<file path="src/rtl/pirate_pkg.sv">
// Shared constants for the pirate cipher / UART transmit path.
package pirate_pkg;
  localparam logic UART_START_BIT = 1'b0;
  localparam logic UART_STOP_BIT  = 1'b1;
  localparam int   UART_DATA_BITS = 8;

  localparam logic [1:0] IDLE  = 2'd0;
  localparam logic [1:0] START = 2'd1;
  localparam logic [1:0] DATA  = 2'd2;
  localparam logic [1:0] STOP  = 2'd3;

  localparam logic [7:0] ASCII_O = 8'h6F;

  typedef struct packed {
    logic       vld;
    logic [7:0] data;
  } byte_req_t;
endpackage

</file>
<file path="src/rtl/pirate_uart_tx_if.sv">
// Producer-side byte stream and FIFO status between pirate_cipher and pirate_uart_tx.
interface pirate_uart_tx_if #(parameter int FIFO_DEPTH = 16);
  logic [7:0]                  data_in;
  logic                        data_in_valid;
  logic                        clear_overflow;
  logic                        fifo_full;
  logic                        fifo_almost_full;
  logic [$clog2(FIFO_DEPTH):0] fill_count;
  logic                        overflow;

  modport master (output data_in, data_in_valid, clear_overflow,
                  input  fifo_full, fifo_almost_full, fill_count, overflow);
  modport slave  (input  data_in, data_in_valid, clear_overflow,
                  output fifo_full, fifo_almost_full, fill_count, overflow);
endinterface

</file>
<file path="src/rtl/pirate_byte_fifo.sv">
// Byte FIFO with fill count, full/almost-full decode and sticky overflow on dropped writes.
module pirate_byte_fifo
  import pirate_pkg::*;
#(
  parameter int DEPTH    = 16,
  parameter int AF_LEVEL = 12
) (
  input  logic                       clk,
  input  logic                       reset_l,
  input  byte_req_t                  wr,
  input  logic                       rd_en,
  input  logic                       clear_overflow,
  output logic [7:0]                 rd_data,
  output logic [$clog2(DEPTH):0]     count,
  output logic                       full,
  output logic                       almost_full,
  output logic                       empty,
  output logic                       empty_nxt,
  output logic                       overflow
);
  localparam int AW = $clog2(DEPTH);
  localparam int CW = AW + 1;

  logic [DEPTH-1:0][7:0] mem;
  logic [AW-1:0]         wr_ptr, rd_ptr;
  logic [CW-1:0]         count_nxt;
  logic                  push, pop, drop;

  assign full        = count == CW'(DEPTH);
  assign almost_full = count >= CW'(AF_LEVEL);
  assign empty       = count == '0;
  // a pop in the same cycle never makes room for a write arriving while full
  assign push        = wr.vld && !full;
  assign drop        = wr.vld && full;
  assign pop         = rd_en && !empty;
  assign count_nxt   = count + CW'(push) - CW'(pop);
  assign empty_nxt   = count_nxt == '0;
  assign rd_data     = mem[rd_ptr];

  always_ff @(posedge clk or negedge reset_l) begin
    if (!reset_l) begin
      wr_ptr   <= '0;
      rd_ptr   <= '0;
      count    <= '0;
      overflow <= 1'b0;
    end else begin
      if (push) wr_ptr <= wr_ptr + AW'(1);
      if (pop)  rd_ptr <= rd_ptr + AW'(1);
      count <= count_nxt;
      if (drop)                overflow <= 1'b1;
      else if (clear_overflow) overflow <= 1'b0;
    end
  end

  always_ff @(posedge clk) begin
    if (push) mem[wr_ptr] <= wr.data;
  end
endmodule

</file>
<file path="src/rtl/pirate_uart_tx.sv">
// Buffers the cipher byte stream and serialises it as 8N1 UART on txd.
module pirate_uart_tx
  import pirate_pkg::*;
#(
  parameter int FIFO_DEPTH        = 16,
  parameter int ALMOST_FULL_LEVEL = 12,
  parameter int CLK_DIV           = 434
) (
  input  logic                  clk,
  input  logic                  reset_l,
  pirate_uart_tx_if.slave       bus,
  output logic                  tx_busy,
  output logic                  txd
);
  localparam int              TW    = $clog2(CLK_DIV);
  localparam int              CW    = $clog2(FIFO_DEPTH) + 1;
  localparam logic [TW-1:0]   TLAST = TW'(CLK_DIV - 1);

  logic [1:0]    state, state_nxt;
  logic [TW-1:0] timer;
  logic [2:0]    bit_idx;
  logic [7:0]    shift, head;
  logic [CW-1:0] count;
  logic          pop, empty, empty_nxt, full, almost_full, overflow, bit_end;
  byte_req_t     wr;

  assign wr = '{vld: bus.data_in_valid, data: bus.data_in};

  pirate_byte_fifo #(.DEPTH(FIFO_DEPTH), .AF_LEVEL(ALMOST_FULL_LEVEL)) u_fifo (
    .clk            (clk),
    .reset_l        (reset_l),
    .wr             (wr),
    .rd_en          (pop),
    .clear_overflow (bus.clear_overflow),
    .rd_data        (head),
    .count          (count),
    .full           (full),
    .almost_full    (almost_full),
    .empty          (empty),
    .empty_nxt      (empty_nxt),
    .overflow       (overflow)
  );

  assign bus.fill_count       = count;
  assign bus.fifo_full        = full;
  assign bus.fifo_almost_full = almost_full;
  assign bus.overflow         = overflow;

  assign bit_end = timer == TLAST;

  always_comb begin
    state_nxt = state;
    pop       = 1'b0;
    case (state)
      IDLE:  if (!empty) begin pop = 1'b1; state_nxt = START; end
      START: if (bit_end) state_nxt = DATA;
      DATA:  if (bit_end && bit_idx == 3'(UART_DATA_BITS - 1)) state_nxt = STOP;
      // chaining straight into the next start bit keeps frames gap-free
      STOP:  if (bit_end) begin
               if (!empty) begin pop = 1'b1; state_nxt = START; end
               else state_nxt = IDLE;
             end
      default: state_nxt = IDLE;
    endcase
  end

  always_ff @(posedge clk or negedge reset_l) begin
    if (!reset_l) begin
      state   <= IDLE;
      timer   <= '0;
      bit_idx <= '0;
      shift   <= '0;
      txd     <= UART_STOP_BIT;
      tx_busy <= 1'b0;
    end else begin
      state   <= state_nxt;
      tx_busy <= (state_nxt != IDLE) || !empty_nxt;
      timer   <= (state == IDLE || bit_end) ? '0 : timer + TW'(1);
      if (pop) shift <= head;
      case (state)
        IDLE:  txd <= pop ? UART_START_BIT : UART_STOP_BIT;
        START: if (bit_end) begin
                 txd     <= shift[0];
                 bit_idx <= '0;
               end
        DATA:  if (bit_end) begin
                 if (state_nxt == STOP) txd <= UART_STOP_BIT;
                 else begin
                   txd     <= shift[1];
                   shift   <= shift >> 1;
                   bit_idx <= bit_idx + 3'd1;
                 end
               end
        STOP:  if (bit_end) txd <= pop ? UART_START_BIT : UART_STOP_BIT;
        default: txd <= UART_STOP_BIT;
      endcase
    end
  end
endmodule
</file>
<file path="src/flat_wrapper.sv">
// flat-port wrapper written by rule: the top's interface ports become plain ports
module pirate_uart_tx_flat import pirate_pkg::*;
#(
  parameter int FIFO_DEPTH        = 16,
  parameter int ALMOST_FULL_LEVEL = 12,
  parameter int CLK_DIV           = 434
)
  (clk, reset_l, tx_busy, txd, bus_data_in, bus_data_in_valid, bus_clear_overflow, bus_fifo_full, bus_fifo_almost_full, bus_fill_count, bus_overflow);
  pirate_uart_tx_if #(.FIFO_DEPTH(FIFO_DEPTH)) bus_i ();
  input  logic clk;
  input  logic reset_l;
  output logic tx_busy;
  output logic txd;
  input wire logic [$bits(bus_i.data_in)-1:0] bus_data_in;
  input wire logic [$bits(bus_i.data_in_valid)-1:0] bus_data_in_valid;
  input wire logic [$bits(bus_i.clear_overflow)-1:0] bus_clear_overflow;
  output wire logic [$bits(bus_i.fifo_full)-1:0] bus_fifo_full;
  output wire logic [$bits(bus_i.fifo_almost_full)-1:0] bus_fifo_almost_full;
  output wire logic [$bits(bus_i.fill_count)-1:0] bus_fill_count;
  output wire logic [$bits(bus_i.overflow)-1:0] bus_overflow;
  assign bus_i.data_in = bus_data_in;
  assign bus_i.data_in_valid = bus_data_in_valid;
  assign bus_i.clear_overflow = bus_clear_overflow;
  assign bus_fifo_full = bus_i.fifo_full;
  assign bus_fifo_almost_full = bus_i.fifo_almost_full;
  assign bus_fill_count = bus_i.fill_count;
  assign bus_overflow = bus_i.overflow;
  pirate_uart_tx #(.FIFO_DEPTH(FIFO_DEPTH), .ALMOST_FULL_LEVEL(ALMOST_FULL_LEVEL), .CLK_DIV(CLK_DIV)) u_core (.clk(clk), .reset_l(reset_l), .bus(bus_i), .tx_busy(tx_busy), .txd(txd));
endmodule
</file>
<file path="config.mk">
export PLATFORM = sky130hd
export DESIGN_NAME = pirate_uart_tx_flat
export DESIGN_NICKNAME = d
export VERILOG_FILES = /design/src/rtl/pirate_pkg.sv /design/src/rtl/pirate_uart_tx_if.sv /design/src/rtl/pirate_byte_fifo.sv /design/src/rtl/pirate_uart_tx.sv /design/src/flat_wrapper.sv
export SDC_FILE = /design/constraint.sdc
export NUM_CORES = 1
export LEC_CHECK = 0
export ABC_CLOCK_PERIOD_IN_PS = 6600
export CAP_MARGIN = 20
export CORE_MARGIN = 4
export CORE_UTILIZATION = 35
export CTS_CLUSTER_SIZE = 8
export DETAILED_ROUTE_END_ITERATION = 8
export GPL_TIMING_DRIVEN = 0
export PLACE_DENSITY_LB_ADDON = 0.1
export SLEW_MARGIN = 20
export SYNTH_ARGS = -nofsm -noshare
export SYNTH_HDL_FRONTEND = slang
export SYNTH_SLANG_ARGS = --single-unit
</file>
<file path="constraint.sdc">
create_clock -name clk -period 6.6 [get_ports clk]
set_input_delay 1.32 -clock clk [delete_from_list [all_inputs] [get_ports clk]]
set_output_delay 1.32 -clock clk [all_outputs]
set_load 0.02 [all_outputs]
</file>
After elaboration in Yosys (flattened, before gate mapping). Index checks and enable logic that the tools add are counted.

Register bits after elaboration: 166. Output and inout port bits: 10. Input port bits: 12.

Reductions and logical operators: 18. Add/subtract/negate cells: 6. Multiplexer cells: 31. $lt $le $gt $ge: 4. Equality and inequality tests: 11.

Operator list (count): $bwmux 128 (1); $mux 8 (6); $bmux 8 s4 (1); $demux 8 s4 (1); $logic_not 5->1 (2); $lt 4x5->1 const B (2); $mux 1 (10); $add 9x1->9 const B (1); $eq 9x9->1 const B (1); $mux 3 (3); $mux 9 (1); $add 4x1->4 const B (2); $mux 2 (4); $pmux 2 s4 (1); $eq 2x2->1 const B (3); $ne 2x1->1 const B (3); $pmux 3 s2 (1); $reduce_bool 2->1 (3); $add 5x1->5 (1); $eq 5x5->1 const B (1); $ge 5x4->1 const B (1); $logic_and 1x1->1 (5); $sub 5x1->5 (1); $ge 4x1->1 const B (1); 11 further kinds (14).

Longest topological paths before layout.
Depth in word-level cells: 9. Mapped depth: 16.

Hierarchy. Synthesis repeated with hierarchy kept, for this count alone.

Cell total of the unflattened synthesis: 487. Area total of the unflattened synthesis: 7354.6 um^2.

By module, submodules not included: pirate_byte_fifo (cells each 333, instances 1, area an instance 5890.6 um^2); pirate_uart_tx (cells each 154, instances 1, area an instance 1463.9 um^2).

Least setup slack after synthesis. No wires, ideal clock.

Path type: input to register. Start: input port bus_data_in_valid. End: register u_core.tx_busy. Setup slack: 2.856 ns. Cell stages on the path: 10. Arrival time: 3.606 ns. Path buffers: 1. Data required time: 6.462 ns. Cell sequence: nor2b_1 clkbuf_1 inv_1 ha_1 inv_1 ha_1 fa_1 xor2_1 or4_1 or4_1.

Cells in the longest elaborated chain, start to end: 6.

RTL lines: from (decl) (RTL line flat_wrapper.sv:15) `input wire logic [$bits(bus_i.data_in_valid)-1:0] bus_data_in_valid;`; $logic_and 1x1->1 (RTL line pirate_byte_fifo.sv:33) `assign push = wr.vld && !full;`; $add 5x1->5 (RTL line pirate_byte_fifo.sv:36) `assign count_nxt = count + CW'(push) - CW'(pop);`; $sub 5x1->5 (RTL line pirate_byte_fifo.sv:36); net u_core.u_fifo.count_nxt[2] (RTL line pirate_byte_fifo.sv:26) `logic [CW-1:0] count_nxt;`; $logic_not 5->1 (RTL line pirate_byte_fifo.sv:37) `assign empty_nxt = count_nxt == '0;`; $logic_not 1->1 (RTL line pirate_uart_tx.sv:77) `tx_busy <= (state_nxt != IDLE) || !empty_nxt;`; $logic_or 1x1->1 (RTL line pirate_uart_tx.sv:77); to (signal assigned) (RTL line pirate_uart_tx.sv:77); to (decl) (RTL line pirate_uart_tx.sv:12) `output logic tx_busy,`.

The timed path passes the listed nets, and every way through them passes these cells. A chain may end at the register's enable or synchronous reset.

Worst setup path in the final report. Ends and elaborated chain as after synthesis.

==> impl_metrics.tcl <==
set metrics [dict create \
    outcome "finished clean" \
    nets 496 \
    synth-edff-count 128 \
    period_share 0.618 \
    p_clk_frac 0.348 \
    ys_types 48 \
    cp.required_ns 6.89 \
    arrival_ns 4.37 \
    layout_commonest_cell "edfxtp_1" \
    dp_hpwl_mm 9.60 \
    place_congestion 0.766 \
    power.density_nw_per_um2 321 \
    rows 51 \
    ctsResizeCount 0 \
    combinationalPowerShare 0.156 \
    clockRootBuffer "clkbuf_16" \
    maxSlewViolCount 0 \
    pre_cts_ws_ns 2.05 \
    path_cells "clkdlybuf4s50_1 -> nor2b_1 -> clkbuf_1 -> inv_1 -> ha_1 -> inv_1 -> ha_1 -> fa_1 -> xor2_1 -> or4_1 -> or4_1" \
    first_pass_iters 5 \
    syn2layout_area_growth_pct 16.0 \
    avgSynthCellArea_sq_um 16.6 \
    grt_use_total 0.136 \
    yosysSeqAreaShare 0.687 \
    synth_warnings 0 \
    slowest_stage "clkdlybuf4s50_1" \
    rsz0062_at_grt "no" \
    clock_sinks 166 \
    drtIter0Drc 248 \
    switching_share 0.274 \
    die_w_microns 149 \
    slowest_delay_ns 0.48 \
    hold_violations 0 \
    final_util 0.414 \
    wl_per_cell_microns 19.5 \
    antenna_found_initial 0 \
    instances_no_fill 740 \
    drive_gt1_frac 0.189 \
    fin_worst_skew_ns 0.0121 \
    overflow 0 \
    syn_nets 455 \
    worstMarginPinSlew_ns 0.908 \
    vias 3665 \
    fin_ws_ns 2.52 \
    cts.clk_slew.worst_paths_ns 0.07 \
    p_switching_mw 0.709 \
    cts_tree "built" \
    routed_via_density 4.95 \
    intPower_mw 1.88 \
    synth_ff_type "edfxtp_1" \
    cts_buffer_depth 2 \
    final_cell_mix "128 x edfxtp_1, 37 x dfrtp_1, 33 x mux4_2" \
    numCtsBuffers 17 \
    synth_seq_cells 166 \
    synth-async-reset-ratio 0.229 \
    total_power_mw 2.59 \
    cts_hold_buf 0 \
    ctsHtreeMaxLevel 4 \
    seqPwrFrac 0.496 \
    grt_pass1_vias 3716 \
    diodes 0 \
    synthesis.area_sq_um 6980 \
    syn_inst 421 \
    path_max_fanout 9 \
    worst_setup_path_start_kind "input pin" \
    setup_tns_ns 0 \
    ioPinCount 22 \
    worst-setup-path-type "in2reg" \
    fin_crit_ns 4.08 \
    p_leak_nw 2.82 \
    postCtsSetupRepairBufs 0 \
    cap_violations 0 \
    insertion_delay_ns 0.42 \
    drc 0 \
    drt.antenna.violating_nets 0 \
    grt_start_max_net_pins 21 \
    cp-end-kind "flip-flop" \
    fmax_mhz 245 \
    numPortBuffers 21 \
    setup_viol 0 \
    peakVddDrop_mv 0.155 \
    die-area_sq_um 22300 \
    grt_pass1_wl_mm 22.2 \
    place_inst 708 \
    initial_core_util 0.357 \
    slew_headroom 0.392 \
    dieHeight_microns 149 \
    core_sq_um 19500 \
    drt-total-wl_mm 14.4 \
    min_path_type "reg2reg" \
]
-- final timing paths --
path,from,endpoint,slack (ns),cells after the start
worst max-delay path,bus_data_in_valid,u_core.tx_busy,2.52,11
worst min-delay path,u_core.timer[0],u_core.timer[0],0.49,1
worst max register to register,u_core.timer[3],u_core.tx_busy,2.65,11
worst min register to register,u_core.timer[0],u_core.timer[0],0.49,1
max in group asynchronous,reset_l,u_core.txd,5.15,2
min in group asynchronous,reset_l,u_core.timer[3],0.87,1
-- power groups by stage --
stage / sequential (mW) / combinational (mW) / clock, mW
final: 1.29 / 0.404 / 0.903
after global routing: 1.30 / 0.449 / 0.973
after CTS: 1.29 / 0.413 / 0.926
after detailed placement: 1.31 / 0.411 / 0
after global placement: 1.31 / 0.398 / 0
after floorplan: 1.32 / 0.234 / 0
-- synthesized netlist by cell type (all sizes together), types with 3 or more instances --
master | number | share of area
edfxtp | 128 | 0.55
a22o | 7 | 0.0088
o21ai | 12 | 0.0086
buf | 8 | 0.0054
a221oi | 8 | 0.011
or3 | 3 | 0.0027
ha | 21 | 0.038
mux2 | 7 | 0.011
nor2 | 29 | 0.016
mux4 | 33 | 0.11
nand3 | 4 | 0.0047
xor2 | 5 | 0.0063
a21oi | 8 | 0.0057
nor3 | 5 | 0.0036
nand2 | 31 | 0.017
or2 | 3 | 0.0027
xnor2 | 10 | 0.013
clkbuf | 11 | 0.0059
dfrtp | 37 | 0.13
o211ai | 3 | 0.0032
inv | 17 | 0.0091
nand4 | 5 | 0.0045
nor2b | 3 | 0.0027
-- state kept, by name, indices dropped and copies added (netlist names) --
register	count
u_core.timer	9
u_core.bit_idx	3
u_core.u_fifo.mem	128
u_core.u_fifo.count	5
u_core.u_fifo.rd_ptr	4
u_core.txd	1
u_core.u_fifo.overflow	1
u_core.tx_busy	1
u_core.state	2
u_core.u_fifo.wr_ptr	4
u_core.shift	8
-- worst max-delay path: cells and delay by family --
kind                       cells  cell delay [ns]
buffers and inverters          4             0.98
xor gates and xnor gates       1             0.17
adders and majority gates      3             0.90
and+or+nand+nor                3             1.01
-- layer usage --
layer,track usage,part of all wire,wire (microns),vias up
li1,-,-,-,1707
met1,0.182,0.46,6610,1904
met2,0.222,0.50,7190,39
met3,0.0380,0.031,453,15
met4,0.0362,0.011,163,0
met5,0,0,0,-
-- cell families after synthesis --
group,after synthesis,share of synthesized area
buffers and inverters,36,0.0204
flip-flops,166,0.687
adder cells (fa/ha/maj),22,0.0405
AO/OA/AOI/OAI,47,0.0482
AND/OR/NAND/NOR,95,0.0667
multiplexers,40,0.118
XOR/XNOR,15,0.0188
-- through the flow --
stage	hold WS, ns	instance area [sq um]
global route	0.518	8090
detailed placement	0.485	7560
floorplan	0.453	6980
finish	0.490	8090
global placement	0.472	7520
CTS	0.495	8090
-- layout make-up --
| type | count | area, sq um |
|---|---|---|
| Buffer | 19 | 78.8 |
| Multi-Input combinational cell | 219 | 2060 |
| Clock inverter | 14 | 100 |
| Clock buffer | 18 | 429 |
| Tap cell | 265 | 332 |
| Fill cell | 1787 | 11400 |
| Timing Repair Buffer | 22 | 233 |
| Sequential cell | 166 | 4800 |
| Inverter | 17 | 63.8 |
No activity file was read; power rests on OpenSTA's default activity.
